File: config.mk
export PLATFORM = sky130hd
export DESIGN_NAME = vga_sequencer
export DESIGN_NICKNAME = d
export VERILOG_FILES = /design/src/rtl/vga_sequencer.sv
export SDC_FILE = /design/constraint.sdc
export NUM_CORES = 1
export LEC_CHECK = 0
export ABC_AREA = 0
export CAP_MARGIN = 5
export CORE_MARGIN = 1.5
export CORE_UTILIZATION = 62
export DETAILED_ROUTE_END_ITERATION = 8
export PLACE_DENSITY = 0.87
export SLEW_MARGIN = 5
export SYNTH_ARGS = -nofsm -noshare
export SYNTH_HDL_FRONTEND = slang
export SYNTH_SLANG_ARGS = --single-unit
File: constraint.sdc
create_clock -name clk -period 7.35 [get_ports clk]
set_clock_uncertainty 0.05 [all_clocks]
set_input_delay 1.47 -clock clk [delete_from_list [all_inputs] [get_ports clk]]
set_output_delay 1.47 -clock clk [all_outputs]
set_load 0.05 [all_outputs]
File: src/rtl/vga_sequencer.sv
// vga_sequencer: VGA raster timing generator with a line-based 1bpp
// framebuffer fetch engine feeding a 2-entry pixel word buffer.
//
// Ports:
//   clk, rst        clock, asynchronous active-high reset
//   fb_ack          framebuffer accepts the current request; fb_data valid same cycle
//   fb_data[31:0]   fetched pixel word, bit 0 = leftmost pixel
//   underrun_clr    clears the sticky underrun flag
//   fb_req          framebuffer read request
//   fb_addr[15:0]   word address (vcnt-Y_MIN)*WORDS_PER_LINE + word index
//   hcnt, vcnt      raster counters
//   hsync, vsync    active-low sync outputs
//   at_display      inside the visible window
//   pixel           current pixel value
//   frame_start     one-cycle pulse at hcnt=0, vcnt=0
//   underrun        sticky: a visible pixel was needed with the buffer empty
//
// Optional build: VGA_SEQUENCER_TESTPAT_EN adds input testpat; when high the
// block shows a checkerboard (hcnt[3]^vcnt[3]), issues no fetches and never
// flags underrun.
//
// All outputs are registered. Their next values are computed from the next
// counter and buffer state so they stay cycle-aligned with hcnt/vcnt.
module vga_sequencer #(
  parameter int H_TOTAL        = 208,
  parameter int V_TOTAL        = 666,
  parameter int HSYNC_END      = 24,
  parameter int VSYNC_END      = 6,
  parameter int X_MIN          = 37,
  parameter int X_MAX          = 197,
  parameter int Y_MIN          = 29,
  parameter int Y_MAX          = 629,
  parameter int WORDS_PER_LINE = 6
) (
  input  logic        clk,
  input  logic        rst,
`ifdef VGA_SEQUENCER_TESTPAT_EN
  input  logic        testpat,
`endif
  input  logic        fb_ack,
  input  logic [31:0] fb_data,
  input  logic        underrun_clr,
  output logic        fb_req,
  output logic [15:0] fb_addr,
  output logic [10:0] hcnt,
  output logic [10:0] vcnt,
  output logic        hsync,
  output logic        vsync,
  output logic        at_display,
  output logic        pixel,
  output logic        frame_start,
  output logic        underrun
);

  localparam int WW = $clog2(WORDS_PER_LINE + 1);

  typedef enum logic [1:0] {IDLE, REQ, DRAIN} state_t;

  logic tp;
`ifdef VGA_SEQUENCER_TESTPAT_EN
  assign tp = testpat;
`else
  assign tp = 1'b0;
`endif

  state_t         state_q, state_d;
  logic           run_q, run_d;
  logic [10:0]    hcnt_q, hcnt_d, vcnt_q, vcnt_d;
  logic           hsync_q, hsync_d, vsync_q, vsync_d;
  logic           at_display_q, at_display_d;
  logic           frame_start_q, frame_start_d;
  logic           pixel_q, pixel_d;
  logic           underrun_q, underrun_d;
  logic           fb_req_q, fb_req_d;
  logic [15:0]    fb_addr_q, fb_addr_d;
  logic [WW-1:0]  widx_q, widx_d;
  logic [31:0]    ent0_q, ent0_d, ent1_q, ent1_d;
  logic [1:0]     cnt_q, cnt_d;

  logic           line_vis, line_end, pop, wr;
  logic [4:0]     bit_q, bit_d;

  always_comb begin
    // run_q holds the counters at 0/0 for the first edge after reset so that
    // the first live cycle already shows frame_start.
    run_d = 1'b1;
    hcnt_d = hcnt_q;
    vcnt_d = vcnt_q;
    if (!run_q) begin
      hcnt_d = '0;
      vcnt_d = '0;
    end else if (hcnt_q == 11'(H_TOTAL - 1)) begin
      hcnt_d = '0;
      vcnt_d = (vcnt_q == 11'(V_TOTAL - 1)) ? '0 : vcnt_q + 11'd1;
    end else begin
      hcnt_d = hcnt_q + 11'd1;
    end

    hsync_d       = hcnt_d > 11'(HSYNC_END);
    vsync_d       = vcnt_d > 11'(VSYNC_END);
    at_display_d  = (hcnt_d >= 11'(X_MIN)) && (hcnt_d <= 11'(X_MAX)) &&
                    (vcnt_d >= 11'(Y_MIN)) && (vcnt_d <= 11'(Y_MAX));
    frame_start_d = (hcnt_d == '0) && (vcnt_d == '0);

    // Buffer events for the current cycle.
    line_vis = (vcnt_q >= 11'(Y_MIN)) && (vcnt_q <= 11'(Y_MAX));
    line_end = hcnt_q == 11'(X_MAX + 1);
    bit_q    = 5'(hcnt_q - 11'(X_MIN));
    pop      = at_display_q && (cnt_q != 2'd0) &&
               ((bit_q == 5'd31) || (hcnt_q == 11'(X_MAX)));
    wr       = fb_req_q && fb_ack;

    // Fetch FSM; an unfinished line is abandoned at the end of the window.
    state_d = state_q;
    widx_d  = widx_q;
    case (state_q)
      IDLE:  if (hcnt_q == '0 && line_vis && !tp) begin
               state_d = REQ;
               widx_d  = '0;
             end
      REQ:   if (line_end) state_d = IDLE;
             else if (wr) begin
               widx_d = widx_q + 1'b1;
               if (widx_q == WW'(WORDS_PER_LINE - 1)) state_d = DRAIN;
             end
      DRAIN: if (line_end) state_d = IDLE;
      default: state_d = IDLE;
    endcase

    // 2-entry buffer, ent0 is the head.
    ent0_d = ent0_q;
    ent1_d = ent1_q;
    cnt_d  = cnt_q;
    if (line_end) cnt_d = '0;
    else begin
      case ({pop, wr})
        2'b10: begin
          ent0_d = ent1_q;
          cnt_d  = cnt_q - 2'd1;
        end
        2'b01: begin
          if (cnt_q == 2'd0) ent0_d = fb_data;
          else               ent1_d = fb_data;
          cnt_d = cnt_q + 2'd1;
        end
        2'b11: begin
          if (cnt_q == 2'd1) ent0_d = fb_data;
          else begin
            ent0_d = ent1_q;
            ent1_d = fb_data;
          end
        end
        default: ;
      endcase
    end

    fb_req_d  = (state_d == REQ) && (cnt_d != 2'd2);
    fb_addr_d = fb_req_d ? 16'(16'(vcnt_q - 11'(Y_MIN)) * 16'(WORDS_PER_LINE) + 16'(widx_d))
                         : 16'd0;

    bit_d = 5'(hcnt_d - 11'(X_MIN));
    if (tp) pixel_d = at_display_d && (hcnt_d[3] ^ vcnt_d[3]);
    else    pixel_d = at_display_d && (cnt_d != 2'd0) && ent0_d[bit_d];

    underrun_d = (at_display_d && (cnt_d == 2'd0) && !tp) || (underrun_q && !underrun_clr);
  end

  always_ff @(posedge clk or posedge rst) begin
    if (rst) begin
      state_q       <= IDLE;
      run_q         <= 1'b0;
      hcnt_q        <= '0;
      vcnt_q        <= '0;
      hsync_q       <= 1'b0;
      vsync_q       <= 1'b0;
      at_display_q  <= 1'b0;
      frame_start_q <= 1'b0;
      pixel_q       <= 1'b0;
      underrun_q    <= 1'b0;
      fb_req_q      <= 1'b0;
      fb_addr_q     <= '0;
      widx_q        <= '0;
      ent0_q        <= '0;
      ent1_q        <= '0;
      cnt_q         <= '0;
    end else begin
      state_q       <= state_d;
      run_q         <= run_d;
      hcnt_q        <= hcnt_d;
      vcnt_q        <= vcnt_d;
      hsync_q       <= hsync_d;
      vsync_q       <= vsync_d;
      at_display_q  <= at_display_d;
      frame_start_q <= frame_start_d;
      pixel_q       <= pixel_d;
      underrun_q    <= underrun_d;
      fb_req_q      <= fb_req_d;
      fb_addr_q     <= fb_addr_d;
      widx_q        <= widx_d;
      ent0_q        <= ent0_d;
      ent1_q        <= ent1_d;
      cnt_q         <= cnt_d;
    end
  end

  assign fb_req      = fb_req_q;
  assign fb_addr     = fb_addr_q;
  assign hcnt        = hcnt_q;
  assign vcnt        = vcnt_q;
  assign hsync       = hsync_q;
  assign vsync       = vsync_q;
  assign at_display  = at_display_q;
  assign pixel       = pixel_q;
  assign frame_start = frame_start_q;
  assign underrun    = underrun_q;

endmodule

Yosys cells after proc, flatten, opt, wreduce, memory -nomap -nowiden:

Cells that the tools add are included.

* bits in latches: 0
* RAM bits: 0
* output and inout port bits: 45
* memory bits (read-only): 0
* memories: 0
* register bits after elaboration: 117

* bitwise logic cells: 1
* equality and inequality tests: 16
* shift-type cells: 0
* $mul: 1
* div/mod/pow operators: 0
* add/sub/neg operators: 9
* multiplexer cells: 27
* reductions and logical operators: 27
* $lt $le $gt $ge: 9

Operators with widths (count)
* $mux W32: 5
* $pmux W32 S3: 1
* $pmux W32 S2: 1
* $mux W11: 5
* $eq A11 B8 Y1 const B: 3
* $logic_not A11 Y1: 3
* $add A11 B1 Y11 const B: 2
* $ge A11 B5 Y1 const B: 2
* $le A11 B10 Y1 const B: 2
* $add A16 B3 Y16: 1
* $mul A16 B2 Y15 const B: 1
* $mux W16: 1
* $logic_and A1 B1 Y1: 14
* $mux W2: 6
* $sub A11 B5 Y12 const B: 1
* $eq A11 B10 Y1 const B: 1
* $ge A11 B6 Y1 const B: 1
* $gt A11 B3 Y1 const B: 1
* $gt A11 B5 Y1 const B: 1
* $le A11 B8 Y1 const B: 1
* $sub A5 B3 Y5 const B: 2
* $mux W3: 3
* $eq A2 B1 Y1 const B: 4
* $eq A2 B2 Y1 const B: 3
* other kinds (18): 25

Depth between registers and ports, before layout:

* depth in word-level cells: 10
* gate-level depth with buffers: 19
* mapped depth without buffers: 17

Least setup slack after synthesis:

OpenSTA, ideal clock, no wires.

* kind: input port to flip-flop
* from: input fb_ack
* to: register fb_addr_q[14] (netlist: fb_addr[14])
* setup slack: 3.167 ns
* stages on the path: 16
* data arrival time: 4.001 ns
* buffers on the path: 1
* data required time: 7.168 ns
* cell sequence: and2_1 clkbuf_1 nand2_1 nor2_1 nand2_1 nand3_1 o21ai_0 ha_1 a21oi_1 nor2b_1 and3_1 and3_1 and3_1 nor4b_1 xnor2_1 nor2_1

RTL lines
* start, declared: line 40 `input logic fb_ack,`
* $logic_and A1 B1 Y1: line 111 `wr = fb_req_q && fb_ack;`
* $mux W3: line 122 `else if (wr) begin`
* $mux W3: line 121 `REQ: if (line_end) state_d = IDLE;`
* $pmux W3 S2: line 116 `case (state_q)`
* via widx_d[2]: line 76 `logic [WW-1:0] widx_q, widx_d;`
* $add A16 B3 Y16: line 158 `fb_addr_d = fb_req_d ? 16'(16'(vcnt_q - 11'(Y_MIN)) * 16'(WORDS_PER_LINE) + 16'(widx_d))`
* $mux W16: line 158
* via fb_addr_d[14]: line 75 `logic [15:0] fb_addr_q, fb_addr_d;`
* end signal, assigned: line 198 `fb_addr_q <= fb_addr_d;`
* end, declared: line 75

The timed path passes the listed nets, and every way through them passes these cells.
A chain may end at the register's enable or synchronous reset.

Worst setup path in the final report:

Same ends and word-level chain as after synthesis.

==> results_dict.tcl <==
set metrics [dict create \
    fill_cells 813 \
    cellPowerDensity_nw_per_um2 303 \
    numPortBuffers 80 \
    cts_tree "done" \
    max_cap_viol_count 0 \
    track_usage_pct 33.1 \
    drtIter0Drc 787 \
    synth_top_flop_cell "dfrtp_1" \
    synth_compound_area_share_pct 16.2 \
    ant_nets 0 \
    critPathSlowestCell "clkdlybuf4s50_1" \
    path_max_fanout 15 \
    hold_buffers 0 \
    htreeDepth 4 \
    diodes 0 \
    rr_worst_depth 9 \
    clockRootBuffer "clkbuf_16" \
    end_kind "flip-flop" \
    timing.rr.start "hcnt[4]" \
    cp.required_ns 7.59 \
    synth_fa_ha_area_share_pct 5.15 \
    syn-num-nets 858 \
    worstHoldPathCells 1 \
    globalRoute.busiestLayer "met2" \
    numCtsBuffers 17 \
    cts_sinks 117 \
    slew_violations 0 \
    status "complete, no violations" \
    tightest_slew_ns 0.955 \
    die_y_um 112 \
    startpoint_type "primary input" \
    fin_nets 923 \
    ys_types 81 \
    relSlewSlack_pct 36.0 \
    worstSetupPathType "primary input to flip-flop" \
    holdPathEnd "ent0_q[25]" \
    leakage_uw 0.00375 \
    crit_chain "clkdlybuf4s50_1 > and2_1 > nand2_1 > nor2_1 > nand2_1 > nand3_1 > o21ai_0 > ha_1 > a21oi_1 > nor2b_1 > and3_1 > and3_1 > and3_1 > nor4b_1 > xnor2_1 > nor2_1" \
    synth_edf_count 0 \
    holdCritPathClass "flip-flop to flip-flop" \
    clk_path_buf_depth 2 \
    worstHoldStart "ent0_q[25]" \
    gr-usage-met2_pct 50.4 \
    syn2layout_area_growth_pct 19.1 \
    die_x_um 112 \
    avgViaCountPerCell 6.51 \
    rsz0062_at_grt "no" \
    grt_pass1_wl_mm 32.9 \
    final_cell_area_um2 8740 \
    synth_area_um2 7340 \
    yosys_warnings 0 \
    async_flop_share_pct 100 \
    synth_cells 793 \
    synth-simple-area-share_pct 20.6 \
    finalCriticalPeriod_ns 4.94 \
    fmax_mhz 202 \
    post_cts_buffers 0 \
    period_share_pct 67.2 \
    hpwl_mm 14.2 \
    grt_start_max_net_pins 70 \
    synth_most_common_cell "dfrtp_1" \
    gp_congestion 0.872 \
    synthTopCellsByCount "dfrtp_1 (117), nor2_1 (80), nand2_1 (71)" \
    synth_mux_area_share_pct 8.12 \
    grt_overflow 0 \
    r2r_setup_slack_ns 2.78 \
    slowest_delay_ns 0.51 \
    path_delay_family "simple AND/OR/NAND/NOR gates" \
    grt_pass1_vias 6489 \
    reg2reg_to "pixel" \
    synth_top_family_by_area "simple AND/OR/NAND/NOR gates" \
    final_hold_viol_count 0 \
    grt_antenna_before_repair 1 \
    core_area_um2 11500 \
    grt_use_met3_pct 8.93 \
    critPathBufInv 1 \
    setup_viol 0 \
    ir_drop_v 0.000331 \
    initial_core_util_pct 64.0 \
    ctsResizeCount 0 \
    worstSkewPairLatency_ns 0.42 \
    rows 39 \
    use_met1_pct 45.4 \
    synth-xor-area-share_pct 5.97 \
    clk_pin_slew_worst_paths_ns 0.06 \
    die_area_um2 12500 \
    dr.pass1.iters 5 \
    drive_gt1_share_pct 11.3 \
    synth.avg_cell_area_um2 9.25 \
    fin_tns_setup_ns 0 \
    wirelength_mm 20.0 \
    cp_common_cell "and3_1" \
    seq_area_frac_synth_pct 39.9 \
    drcViolationCount 0 \
    num_vias 6600 \
    synth_area_leader_cell "dfrtp_1" \
    dpl_cell_area_um2 8180 \
    synth_area_leaders "dfrtp_1 (40%), mux2_2 (6.4%), ha_1 (4.6%)" \
    ys_seq_elements 117 \
    post_drt_wl_per_cell_um 19.7 \
    cp.arrival_ns 5.18 \
    io_pins 81 \
    synth_top_area_share_pct 39.9 \
]
[cells by family after synthesis]
kind of cell,Yosys count
xor gates and xnor gates,50
AOI/OAI and AO/OA,169
adders and majority gates,29
other,1
muxes,53
DFF,117
and+or+nand+nor,302
buffers and inverters,72
[metal layers]
| metal | up-vias | part of all wire, % |
|---|---|---|
| li1 | 3003 | - |
| met1 | 3192 | 42 |
| met2 | 344 | 46 |
| met3 | 59 | 9.3 |
| met4 | 2 | 2.3 |
| met5 | - | 0.065 |
[worst reg2reg max path, delay by kind of cell, from the launching register on]
kind             cells  cell delay [ns]
AO/OA/AOI/OAI        3             1.06
flip-flops           1             0.51
multiplexers         1             0.49
AND/OR/NAND/NOR      5             2.32
[worst max path at each step]
stage	start	depth (start not counted)	slack [ns]	end
2_1_floorplan	rst	1	2.73	at_display
3_3_place_gp	fb_ack	16	2.26	fb_addr[14]
3_5_place_dp	fb_ack	15	2.03	fb_addr[14]
4_1_cts	fb_ack	16	2.43	fb_addr[14]
5_1_grt	fb_ack	16	2.12	fb_addr[14]
6_report	fb_ack	16	2.41	fb_addr[14]
[layout by cell type (no fill, tap or decap), types with 4 or more instances in the layout]
master,synthesis,layout
a211oi_1,4,4
a21o_1,5,5
a21oi_1,23,23
a221o_1,5,5
a2bb2oi_1,4,4
a31oi_1,11,11
a32oi_1,6,6
and2_1,13,13
and3_1,20,20
buf_4,0,4
clkbuf_16,0,17
clkdlybuf4s50_1,0,80
clkinvlp_4,0,5
dfrtp_1,117,117
ha_1,27,27
inv_1,33,32
mux2_2,42,42
mux2i_1,10,10
nand2_1,71,71
nand3_1,33,33
nand4_1,6,6
nor2_1,80,80
nor2b_1,8,8
nor3_1,25,25
nor4_1,12,12
o211ai_1,6,6
o21a_1,4,4
o21ai_0,37,37
o21ai_1,4,4
o22a_1,5,5
o22ai_1,8,8
o31ai_1,5,5
or2_2,6,6
or3_1,4,4
xnor2_1,33,33
xor2_1,17,17
[cell type report]
cell class / count / area [µm²] / share of cell area, %
tap: 143 / 179 / 2.05
inverter: 34 / 130 / 1.49
clock buffer: 18 / 429 / 4.91
clock inverter: 14 / 130 / 1.49
timing repair buffer: 84 / 831 / 9.51
sequential: 117 / 2930 / 33.5
multi-input combinational: 604 / 4110 / 47.1
[per-stage QoR]
step | std cells | hold slack, ns | total power [µW] | setup WS (ns) | util (%)
2_1_floorplan | 793 | 0.393 | 1590 | 2.73 | -
3_3_place_gp | 982 | 0.413 | 1810 | 2.26 | 71.3
3_5_place_dp | 982 | 0.433 | 1850 | 2.03 | 71.3
4_1_cts | 1014 | 0.450 | 2640 | 2.43 | 76.2
5_1_grt | 1014 | 0.468 | 2770 | 2.12 | 76.2
6_report | 1014 | 0.445 | 2650 | 2.41 | 76.2
[report_power, final]
part | internal (µW) | leakage [µW] | switching [µW] | total (µW)
Sequential | 858 | 0.00148 | 120 | 979
Combinational | 373 | 0.00201 | 512 | 884
Clock | 466 | 0.000259 | 318 | 784
Total | 1700 | 0.00375 | 950 | 2650
[sequential cells by signal, summed over array words and instances, names as in the netlist, 2 cells and up]
| register | cells |
|---|---|
| hcnt | 11 |
| vcnt | 11 |
| ent1_q | 32 |
| widx_q | 3 |
| fb_addr | 16 |
| cnt_q | 2 |
| ent0_q | 32 |
| state_q | 2 |
No activity file was read; power rests on OpenSTA's default activity.
